===== src/rtl/frame_capture_buffer.sv =====
// Double-banked frame capture buffer.
// An incoming byte stream fills the back bank, and the reader sees only the
// front bank. Once the back bank holds a full frame of 2^AW beats, the two
// banks swap, unless the reader has asserted rd_lock. While the reader holds
// the lock, the finished frame waits in HOLD and any new beats are dropped.
//
// Stream handshake: the input side has no backpressure. A beat is present
// exactly in the cycles where in_valid=1. The block either takes the beat or
// drops it, and it never stalls the source.
//
// fsm_state is a debug view of the capture FSM, encoded as
// 0=SYNC, 1=FILL, 2=HOLD.
module frame_capture_buffer #(
  parameter int DW = 8,
  parameter int AW = 5
) (
  input  logic          clk,
  input  logic          reset,
  input  logic          in_valid,
  input  logic [DW-1:0] in_data,
  input  logic          in_sof,
  input  logic          rd_lock,
  input  logic [AW-1:0] rd_addr,
  input  logic          clear_flags,
  output logic [DW-1:0] rd_data,
  output logic          front_bank,
  output logic          frame_ready,
  output logic [7:0]    frame_count,
  output logic          overrun,
  output logic          short_frame,
  output logic [1:0]    fsm_state
);

  localparam int DEPTH = 1 << AW;
  localparam logic [AW-1:0] LAST = '1;
  localparam logic [AW-1:0] ONE  = AW'(1);

  typedef enum logic [1:0] {
    SYNC = 2'd0,
    FILL = 2'd1,
    HOLD = 2'd2
  } state_t;

  state_t        state;
  logic [AW-1:0] wr_addr;
  logic          wr_en;
  logic [AW-1:0] wr_ptr;
  logic          back_bank;

  // Two banks of storage. Contents are deliberately left without reset.
  logic [DW-1:0] mem [2][DEPTH];

  assign back_bank = ~front_bank;
  assign fsm_state = state;

  // Decide whether this beat lands in the back bank, and at which address.
  // A start-of-frame beat always restarts the frame at address 0.
  always_comb begin
    wr_en  = 1'b0;
    wr_ptr = wr_addr;
    case (state)
      SYNC: begin
        if (in_valid && in_sof) begin
          wr_en  = 1'b1;
          wr_ptr = '0;
        end
      end
      FILL: begin
        if (in_valid) begin
          wr_en  = 1'b1;
          wr_ptr = in_sof ? '0 : wr_addr;
        end
      end
      default: begin
        wr_en  = 1'b0;
        wr_ptr = wr_addr;
      end
    endcase
  end

  // Back-bank write port.
  always_ff @(posedge clk) begin
    if (wr_en) mem[back_bank][wr_ptr] <= in_data;
  end

  // Capture FSM, bank swap, flags and the registered front-bank read.
  always_ff @(posedge clk or posedge reset) begin
    if (reset) begin
      state       <= SYNC;
      wr_addr     <= '0;
      front_bank  <= 1'b0;
      frame_ready <= 1'b0;
      frame_count <= 8'd0;
      overrun     <= 1'b0;
      short_frame <= 1'b0;
      rd_data     <= '0;
    end else begin
      frame_ready <= 1'b0;
      // The read samples front_bank before any swap at this edge, so a read
      // issued in the swap cycle still returns the old frame.
      rd_data     <= mem[front_bank][rd_addr];
      // The flag-set assignments further down override this clear.
      if (clear_flags) begin
        overrun     <= 1'b0;
        short_frame <= 1'b0;
      end
      case (state)
        SYNC: begin
          if (in_valid && in_sof) begin
            wr_addr <= ONE;
            state   <= FILL;
          end
        end
        FILL: begin
          if (in_valid) begin
            if (in_sof) begin
              wr_addr <= ONE;
              if (wr_addr != '0) short_frame <= 1'b1;
            end else if (wr_addr == LAST) begin
              wr_addr <= '0;
              if (rd_lock) begin
                state <= HOLD;
              end else begin
                front_bank  <= ~front_bank;
                frame_ready <= 1'b1;
                frame_count <= frame_count + 8'd1;
              end
            end else begin
              wr_addr <= wr_addr + ONE;
            end
          end
        end
        HOLD: begin
          if (in_valid) overrun <= 1'b1;
          if (!rd_lock) begin
            front_bank  <= ~front_bank;
            frame_ready <= 1'b1;
            frame_count <= frame_count + 8'd1;
            wr_addr     <= '0;
            state       <= FILL;
          end
        end
        default: begin
          state   <= SYNC;
          wr_addr <= '0;
        end
      endcase
    end
  end

endmodule


===== config.mk =====
export PLATFORM = sky130hd
export DESIGN_NAME = frame_capture_buffer
export DESIGN_NICKNAME = d
export VERILOG_FILES = /design/src/rtl/frame_capture_buffer.sv
export SDC_FILE = /design/constraint.sdc
export NUM_CORES = 1
export LEC_CHECK = 0
export ABC_AREA = 1
export BUFFER_PORTS_ARGS = -buffer_cell sky130_fd_sc_hd__buf_2
export CAP_MARGIN = 5
export CORE_MARGIN = 1
export CORE_UTILIZATION = 30
export CTS_CLUSTER_DIAMETER = 100
export DETAILED_ROUTE_END_ITERATION = 10
export PLACE_DENSITY = 0.54
export SETUP_SLACK_MARGIN = 0.02
export SYNTH_ARGS = -nofsm -noshare
export SYNTH_HDL_FRONTEND = slang
export SYNTH_SLANG_ARGS = --single-unit

===== constraint.sdc =====
create_clock -name clk -period 7.9 [get_ports clk]
set_clock_uncertainty 0.1 [all_clocks]
set_input_delay 0.395 -clock clk [delete_from_list [all_inputs] [get_ports clk]]
set_output_delay 0.395 -clock clk [all_outputs]
set_load 0.005 [all_outputs]

* Word level (Yosys, flattened, before mapping)
Memories as Yosys holds them, arrays and structs flattened.
Cells that the tools add are included.
** Storage, ports and cells
- ROM bits :: 0
- Bits in registers :: 27
- Word-level logic and storage cells :: 84
- Input bits :: 19
- Memories kept :: 1
- Latch bits :: 0
- Memory bits (writable) :: 512
- Output and inout bits :: 22
** Operators by class
- Shifts and indexed selects :: 0
- $add $sub $neg :: 2
- Eq/ne operators :: 9
- $mul :: 0
- Muxes and demuxes :: 50
- Divide/modulo/power cells :: 0
- Bitwise gates (word level) :: 3
- Order comparisons :: 3
- Reductions and logical operators :: 8
** Memories
- mem :: words 2, bits a word 256, rd ports 1, clocked after memory_dff 0, write ports 1, RTL line 51 : logic [DW-1:0] mem [2][DEPTH];
** Operators with widths (number)
- $mux 256 :: 1
- $mux 8 :: 7
- $bmux 8 s5 :: 1
- $demux 8 s5 :: 1
- $mux 5 :: 8
- $mux 1 :: 19
- $pmux 8 s2 :: 1
- $pmux 5 s3 :: 1
- $ge 6x6->1 const B :: 2
- $mux 2 :: 6
- $ne 2x2->1 const B :: 6
- $not 5->6 :: 2
- $pmux 5 s2 :: 1
- $add 8x1->8 const B :: 1
- $lt 6x1->1 const B :: 1
- $pmux 1 s2 :: 3
- $pmux 2 s3 :: 1
- $reduce_and 6->1 :: 1
- $add 5x1->5 const B :: 1
- $eq 5x5->1 const B :: 1
- $reduce_bool 5->1 :: 1
- $reduce_and 4->1 :: 1
- $reduce_and 3->1 :: 1
- $eq 2x1->1 const B :: 1
- other kinds (5) :: 6

* Longest topological paths before layout
Gate-level depths: netlist of run 1.
- Depth in word-level cells :: 9
- Gate-level depth with buffers :: 12
- Mapped depth without buffers :: 11

* Least setup slack after synthesis of run 1
Ideal clock, no wire load.
- Kind :: reg-to-reg
- Start :: register state[1] (netlist: fsm_state[1])
- End :: memory mem[0][0] (netlist bit), enable pin
- Setup slack :: 5.321 ns
- Path buffers :: 0
- Required time :: 7.417 ns
- Cell stages (with the launch flop) :: 10
- Arrival time :: 2.096 ns
- Setup time :: 0.383 ns
- Cells stage by stage :: dfrtp_1 > inv_1 > ha_1 > nor2_1 > nor2_2 > inv_2 > nand2_1 > nor2_1 > nand2_1 > nor3_1
** Between the ends
- Word-level cells in the longest chain between the ends :: 8
- Elaborated cells on any way between the ends :: 12
- Classes of those cells :: order compare (2); eq/ne (1); mux (6); bitwise (1); reduce/logical (2)
** Ends and longest elaborated chain
- start: declaration :: RTL line 44 : state_t state;
- start signal: assignment :: RTL line 89 : state <= SYNC;
- start signal: assignment :: RTL line 111 : state <= FILL;
- start signal: assignment :: RTL line 122 : state <= HOLD;
- $eq 2x1->1 / $logic_not 2->1 (equally long branches) :: RTL line 61 : case (state)
- $pmux 5 s2 :: RTL line 61
- $not 5->6 (implied by the code) :: RTL line 83 : if (wr_en) mem[back_bank][wr_ptr] <= in_data;
- $ge 6x6->1 (implied by the code) / $lt 6x1->1 (equally long branches) :: RTL line 83
- $logic_and 1x1->1 (implied by the code) :: RTL line 83
- $mux 8 (implied by the code) :: RTL line 83
- $demux 8 s5 :: RTL line 83
- $mux 256 (implied by the code) (*) :: RTL line 83
- end: declaration :: RTL line 51
Mark *: on every way between the ends. The rest lies on a longest branch, timed or not.

* Worst setup path in the final report of run 1
- Start :: register front_bank
- End :: memory mem[0][186] (netlist bit), enable pin
** Between the ends
- Word-level cells in the longest chain between the ends :: 1
** Ends and longest elaborated chain
- start: declaration :: RTL line 26 : output logic front_bank,
- start signal: assignment :: RTL line 124 : front_bank <= ~front_bank;
- start signal: assignment :: RTL line 136 : front_bank <= ~front_bank;
- $not 1->1 :: RTL line 53 : assign back_bank = ~front_bank;
No other way between the ends.

==> out/metrics.yaml, run 1 <==
status: "finished with violations"
violations: "DRC"
design.die.area_um2: 75500
syn2layout_area_growth_pct: 13.1
die_h_um: 275
clock-sinks: 539
overflow: 0
ys_seq_elements: 539
timing.rr.start: "front_bank"
slew_headroom_pct: 17.7
worst-setup-path-type: "register to register"
placed_cells: 2841
wirelength_um: 56900
initialDrtViolationCount: 1461
diodes: 0
clk_latency_ps: 630
dr.pass1.iters: 8
arrival_ps: 4060
num_rows: 99
stdcell_count: 2957
hold_violations: 0
drt-wirelength-per-cell_um: 19.2
leakage_nw: 9.02
vias: 14400
vdd_drop_max_mv: 0.262
worst_pin_slew_ps: 1220
gp_congestion: 0.840
cts_root_buf: "clkbuf_16"
core_um2: 73300
synthDominantCellAreaShare_pct: 68.9
fmax_mhz: 255
crit_family: "flip-flops"
drv_slew: 0
via_per_inst: 4.88
crit_required_ps: 8040
cts_tree: "yes"
cp_cell_sequence: "inv_8, buf_4, nor3_1"
ant_nets: 0
critPathCapture: "mem[0][186]"
pwr-share-comb_pct: 20.3
setup_tns_ps: 0
p_sw_share_pct: 31.5
clk_pin_slew_ps: 60
synth_nets: 1965
drc: 3
fin_ws_ps: 3970
maxCapViolCount: 0
syn_area_um2: 22300
synthCells: 1937
yosys.area.top_type: "edfxtp_1"
worst-path-max-fanout: 130
period_share_pct: 49.7
dp_slack_ps: 3980
boundaryPins: 41
fin_area_um2: 25200
path_depth: 3
powerDensity_nw_per_um2: 296
antenna_found_initial: 0
nets: 1978
yosys-top-cells-area: "edfxtp_1, nand2_1, nand3_1, dfrtp_1, buf_2"
die_w_um: 275
slowest_delay_ps: 1190
detailed_place_hpwl_um: 31600
wl_met1_um: 25900
fillers: 7224
synth_edf_count: 512
cts_buffer_depth: 3
p_switching_w: 0.00236
top_layer_used: "met4"
rsz0062_at_grt: "false"
wl_met2_um: 25700
worst_r2r_endpoint: "mem[0][186]"
intPower_w: 0.00512
wl_met3_um: 4210
grt_pass1_vias: 13700
syn_avg_cell_area_um2: 11.5
regArea_um2: 16100
ys_types: 32
rrSetupSlack_ps: 3970
cts_resized: 0
r2r_cells: 3
synthFlopType: "edfxtp_1"
power.share.sequential_pct: 44.6
ys.warnings.count: 0
post_dp_cell_area_um2: 23300
setup_viol: 0
crit_buf_inv: 2
drive_above_1_share_pct: 8.56
worstSetupEndpointType: "register"
hold_class: "input port to register"
htree_num_levels: 2
critPathLaunch: "front_bank"
multiInputGateArea_um2: 5560
clkPwrFrac_pct: 35.1
synth-async-reset-ratio_pct: 5.01
grt_pass1_wl_um: 86200
start_util_pct: 30.4
grt_max_degree: 131
synth-seq-area-share_pct: 71.9
fin_crit_ps: 3930
grt_usage_pct: 15.1
cp_slowest_cell: "dfrtp_4"
io_buffers: 40
cts_made_buffers: 58
start_kind: "register"
power groups by stage:
stage	registers [W]	clock network (W)	logic, W
after floorplan	0.00330	0	0.00118
after global placement	0.00339	0	0.00149
after detailed placement	0.00339	0	0.00151
after CTS	0.00333	0.00268	0.00152
after global routing	0.00335	0.00278	0.00172
final	0.00333	0.00263	0.00151
flip-flops by register name, summed over array words and instances (netlist names):
signal and count:
frame_count 8, front_bank 1, fsm_state 2, rd_data 8, mem 512, wr_addr 5, frame_ready 1, overrun 1
short_frame 1
layout make-up:
type	instances	share of cell area (%)
multi-input combinational	1250	22.0
clock inverter	38	1.29
tap	959	4.76
clock buffer	70	6.02
timing repair buffer	72	1.80
sequential	539	63.6
inverter	29	0.471
cell families (layout without fill, tap and decap cells):
kind of cell	Yosys count	count (layout)	synth area share, %
simple gates	1213	1213	23.5
fa+ha+maj	9	9	0.505
mux	1	1	0.0505
buf+inv	148	209	3.16
flops	539	539	71.9
xor+xnor	9	9	0.353
compound gates	18	18	0.510
metal layers:
| metal | global-route usage [%] | vias up |
|---|---|---|
| li1 | - | 6824 |
| met1 | 22.0 | 7041 |
| met2 | 23.2 | 509 |
| met3 | 2.58 | 68 |
| met4 | 3.90 | 0 |
| met5 | 0 | - |
repair_timing:
action / CTS / global route
hold buffers: 5 / 0
endpoints found under the setup margin: 0 / 0
hold endpoints to repair: 30 / 0
setup buffers: 0 / 0
synthesized netlist by cell type, types with 6 or more instances:
| master | n |
|---|---|
| o21ai_0 | 8 |
| inv_1 | 22 |
| nand3_1 | 448 |
| inv_2 | 6 |
| nor2_1 | 41 |
| buf_1 | 23 |
| dfrtp_1 | 27 |
| buf_2 | 42 |
| nor3_1 | 33 |
| nor3_2 | 10 |
| nand2_1 | 671 |
| buf_4 | 19 |
| ha_1 | 9 |
| edfxtp_1 | 512 |
| xor2_1 | 6 |
| clkbuf_1 | 32 |
cells in the final DEF (no fill, tap or decap), types with 2 or more instances in the layout:
| cell | count |
|---|---|
| clkbuf_1 | 11 |
| nor3_1 | 33 |
| nand2_2 | 2 |
| nor2_2 | 3 |
| o21ai_0 | 8 |
| clkinv_1 | 21 |
| nand3_1 | 448 |
| edfxtp_1 | 512 |
| nor3_2 | 10 |
| o22ai_1 | 2 |
| xor2_1 | 6 |
| clkbuf_16 | 59 |
| a21oi_1 | 3 |
| clkinv_2 | 6 |
| ha_1 | 9 |
| dlygate4sd3_1 | 5 |
| buf_4 | 26 |
| buf_2 | 40 |
| nand2_1 | 671 |
| nor2_1 | 41 |
| inv_2 | 6 |
| dfrtp_1 | 26 |
| xnor2_1 | 3 |
| bufinv_16 | 4 |
| inv_1 | 21 |
| inv_8 | 3 |
| nand4_1 | 3 |
tightest hold or removal path, stage by stage:
cell,delay (ps)
buf_2,170
nand3_1,140
nand2_1,60
stage by stage:
| stage | hold WS (ps) | power, W | util, % |
|---|---|---|---|
| global placement | 354 | 0.00488 | 31.8 |
| CTS | 55.4 | 0.00754 | 34.4 |
| detailed placement | 374 | 0.00491 | 31.8 |
| finish | 86.4 | 0.00747 | 34.4 |
| floorplan | 348 | 0.00447 | - |
| global route | 79.4 | 0.00785 | 34.4 |
worst min path at each step:
stage                                end  depth (start not counted)            from  slack, ps
after floorplan           frame_count[0]                          1           reset        350
after global placement    frame_count[7]                          1  frame_count[7]        350
after detailed placement  frame_count[7]                          1  frame_count[7]        370
after CTS                     rd_data[0]                          3      rd_addr[4]         60
after global routing          rd_data[0]                          3      rd_addr[4]         80
final                         rd_data[7]                          3      rd_addr[4]         90
(Power assumes the default switching activity.)
==> run 2, diff against run 1 <==
==> constraint.sdc (replaced) <==
create_clock -name clk -period 3.9 [get_ports clk]
set_clock_uncertainty 0.1 [all_clocks]
set_input_delay 0.195 -clock clk [delete_from_list [all_inputs] [get_ports clk]]
set_output_delay 0.195 -clock clk [all_outputs]
set_load 0.005 [all_outputs]
==> out/metrics.yaml, run 2 (synthesis results as in run 1) <==
status: "finished with violations"
violations: "DRC"
crit_family: "buffers and inverters"
post_dp_cell_area_um2: 23600
layout_common_cells: "nand2_1, edfxtp_1, nand3_1, buf_4, clkbuf_16"
grt_usage_pct: 15.6
top_regs: "mem x512, frame_count x8, rd_data x8"
fin_ws_ps: 865
fmax_mhz: 330
initialDrtViolationCount: 1418
cts_tree: "yes"
grt_pass1_wl_um: 89400
grt_pass1_vias: 14300
period_share_pct: 77.8
maxCapViolCount: 0
layout.cells.most_common: "nand2_1"
setup_viol: 0
vdd_drop_max_mv: 0.543
hold_class: "input port to register"
leakage_nw: 9.25
dp_slack_ps: 985
hold_violations: 0
num_rows: 99
fin_crit_ps: 3030
die_h_um: 275
largest_reg_flops: 512
wirelength_um: 58500
boundaryPins: 41
setup_tns_ps: 0
design.die.area_um2: 75500
io_buffers: 40
crit_buf_inv: 3
cts_setup_buffers: 0
clk_pin_slew_ps: 70
htree_num_levels: 2
overflow: 0
gp_congestion: 0.833
cp_cell_sequence: "inv_8, buf_12, nand2_1, nand3_1, nand3_1, nand2_1, nand2_1, nand3_1, nand3_1, dlygate4sd3_1, nand2_1"
core_um2: 73300
cts_made_buffers: 57
cts_buffer_depth: 3
crit_required_ps: 4380
via_per_inst: 4.88
drc: 6
slew_headroom_pct: 27.6
largest-register: "mem"
arrival_ps: 3510
worst_pin_slew_ps: 1090
grt_max_degree: 204
syn2layout_area_growth_pct: 14.7
cts_resized: 0
start_kind: "register"
start_util_pct: 30.4
worstSetupEndpointType: "register"
detailed_place_hpwl_um: 35300
drt-wirelength-per-cell_um: 19.5
cp_slowest_cell: "dlygate4sd3_1"
cts_root_buf: "clkbuf_16"
holdBufCountCts: 12
fin_area_um2: 25600
die_w_um: 275
slowest_delay_ps: 560
vias: 14600
clock-sinks: 539
rsz0062_at_grt: "false"
regArea_um2: 16100
antenna_found_initial: 0
ant_nets: 0
fillers: 7218
nets: 2018
worst-path-max-fanout: 128
powerDensity_nw_per_um2: 596
drive_above_1_share_pct: 10.3
multiInputGateArea_um2: 5560
drv_slew: 0
dr.pass1.iters: 9
worst-setup-path-type: "register to register"
clk_latency_ps: 620
run 2: cell types whose count changed in the layout (fill, tap and decap cells not counted), sizes merged:
cell | before | now
clkinv | 29 | 23
dlygate4sd3 | 5 | 12
buf | 66 | 101
diode | 0 | 1
inv | 33 | 32
bufinv | 4 | 6
clkbuf | 71 | 72
run 2: cell type report:
cell class / count / area share (%)
inverters: 29 / 0.464
repair buffers: 113 / 3.20
clock inverters: 33 / 1.39
clock buffers: 72 / 5.83
flip-flops and latches: 539 / 62.7
diodes: 1 / 0.00977
multi-input cells: 1250 / 21.7
well taps: 959 / 4.69
run 2: final timing paths:
kind | from | end | slack [ps] | cells after the start
setup reg to reg | front_bank | rd_data[6] | 870 | 11
hold / removal | in_data[2] | mem[1][26] | 60 | 1
min in group asynchronous | reset | rd_data[6] | 110 | 4
max in group asynchronous | reset | front_bank | 3220 | 4
setup / recovery | front_bank | rd_data[6] | 870 | 11
hold reg to reg | frame_count[7] | frame_count[7] | 370 | 1
run 2: per-layer routing:
layer | GRT usage (%) | wire, um | up-vias
li1 | - | - | 6895
met1 | 22.0 | 27000 | 7220
met2 | 24.8 | 26900 | 434
met3 | 2.56 | 3400 | 68
met4 | 4.36 | 1170 | 0
met5 | 0 | 0 | -
run 2: power by group:
group	switching (W)	internal, W	leakage [nW]
Sequential	0.000102	0.00649	4.95
Clock	0.00225	0.00311	0.904
Combinational	0.00242	0.000883	3.40
Total	0.00478	0.0105	9.25
run 2: worst reg2reg max path, stage by stage, from the launching register on:
cell and delay (ps):
dfrtp_4 530, inv_8 540, buf_12 420, nand2_1 180
nand3_1 100, nand3_1 110, nand2_1 130, nand2_1 70
nand3_1 130, nand3_1 80, dlygate4sd3_1 560, nand2_1 60
run 2: metrics by stage:
step	power [W]	utilization [%]	hold WS, ps	instances
after floorplan	0.00906	-	148	1937
after global placement	0.00998	32.2	205	2878
after detailed placement	0.0100	32.2	212	2878
after CTS	0.0154	34.9	56.0	2995
after global routing	0.0160	34.9	69.3	2995
final	0.0153	34.9	60.8	2996
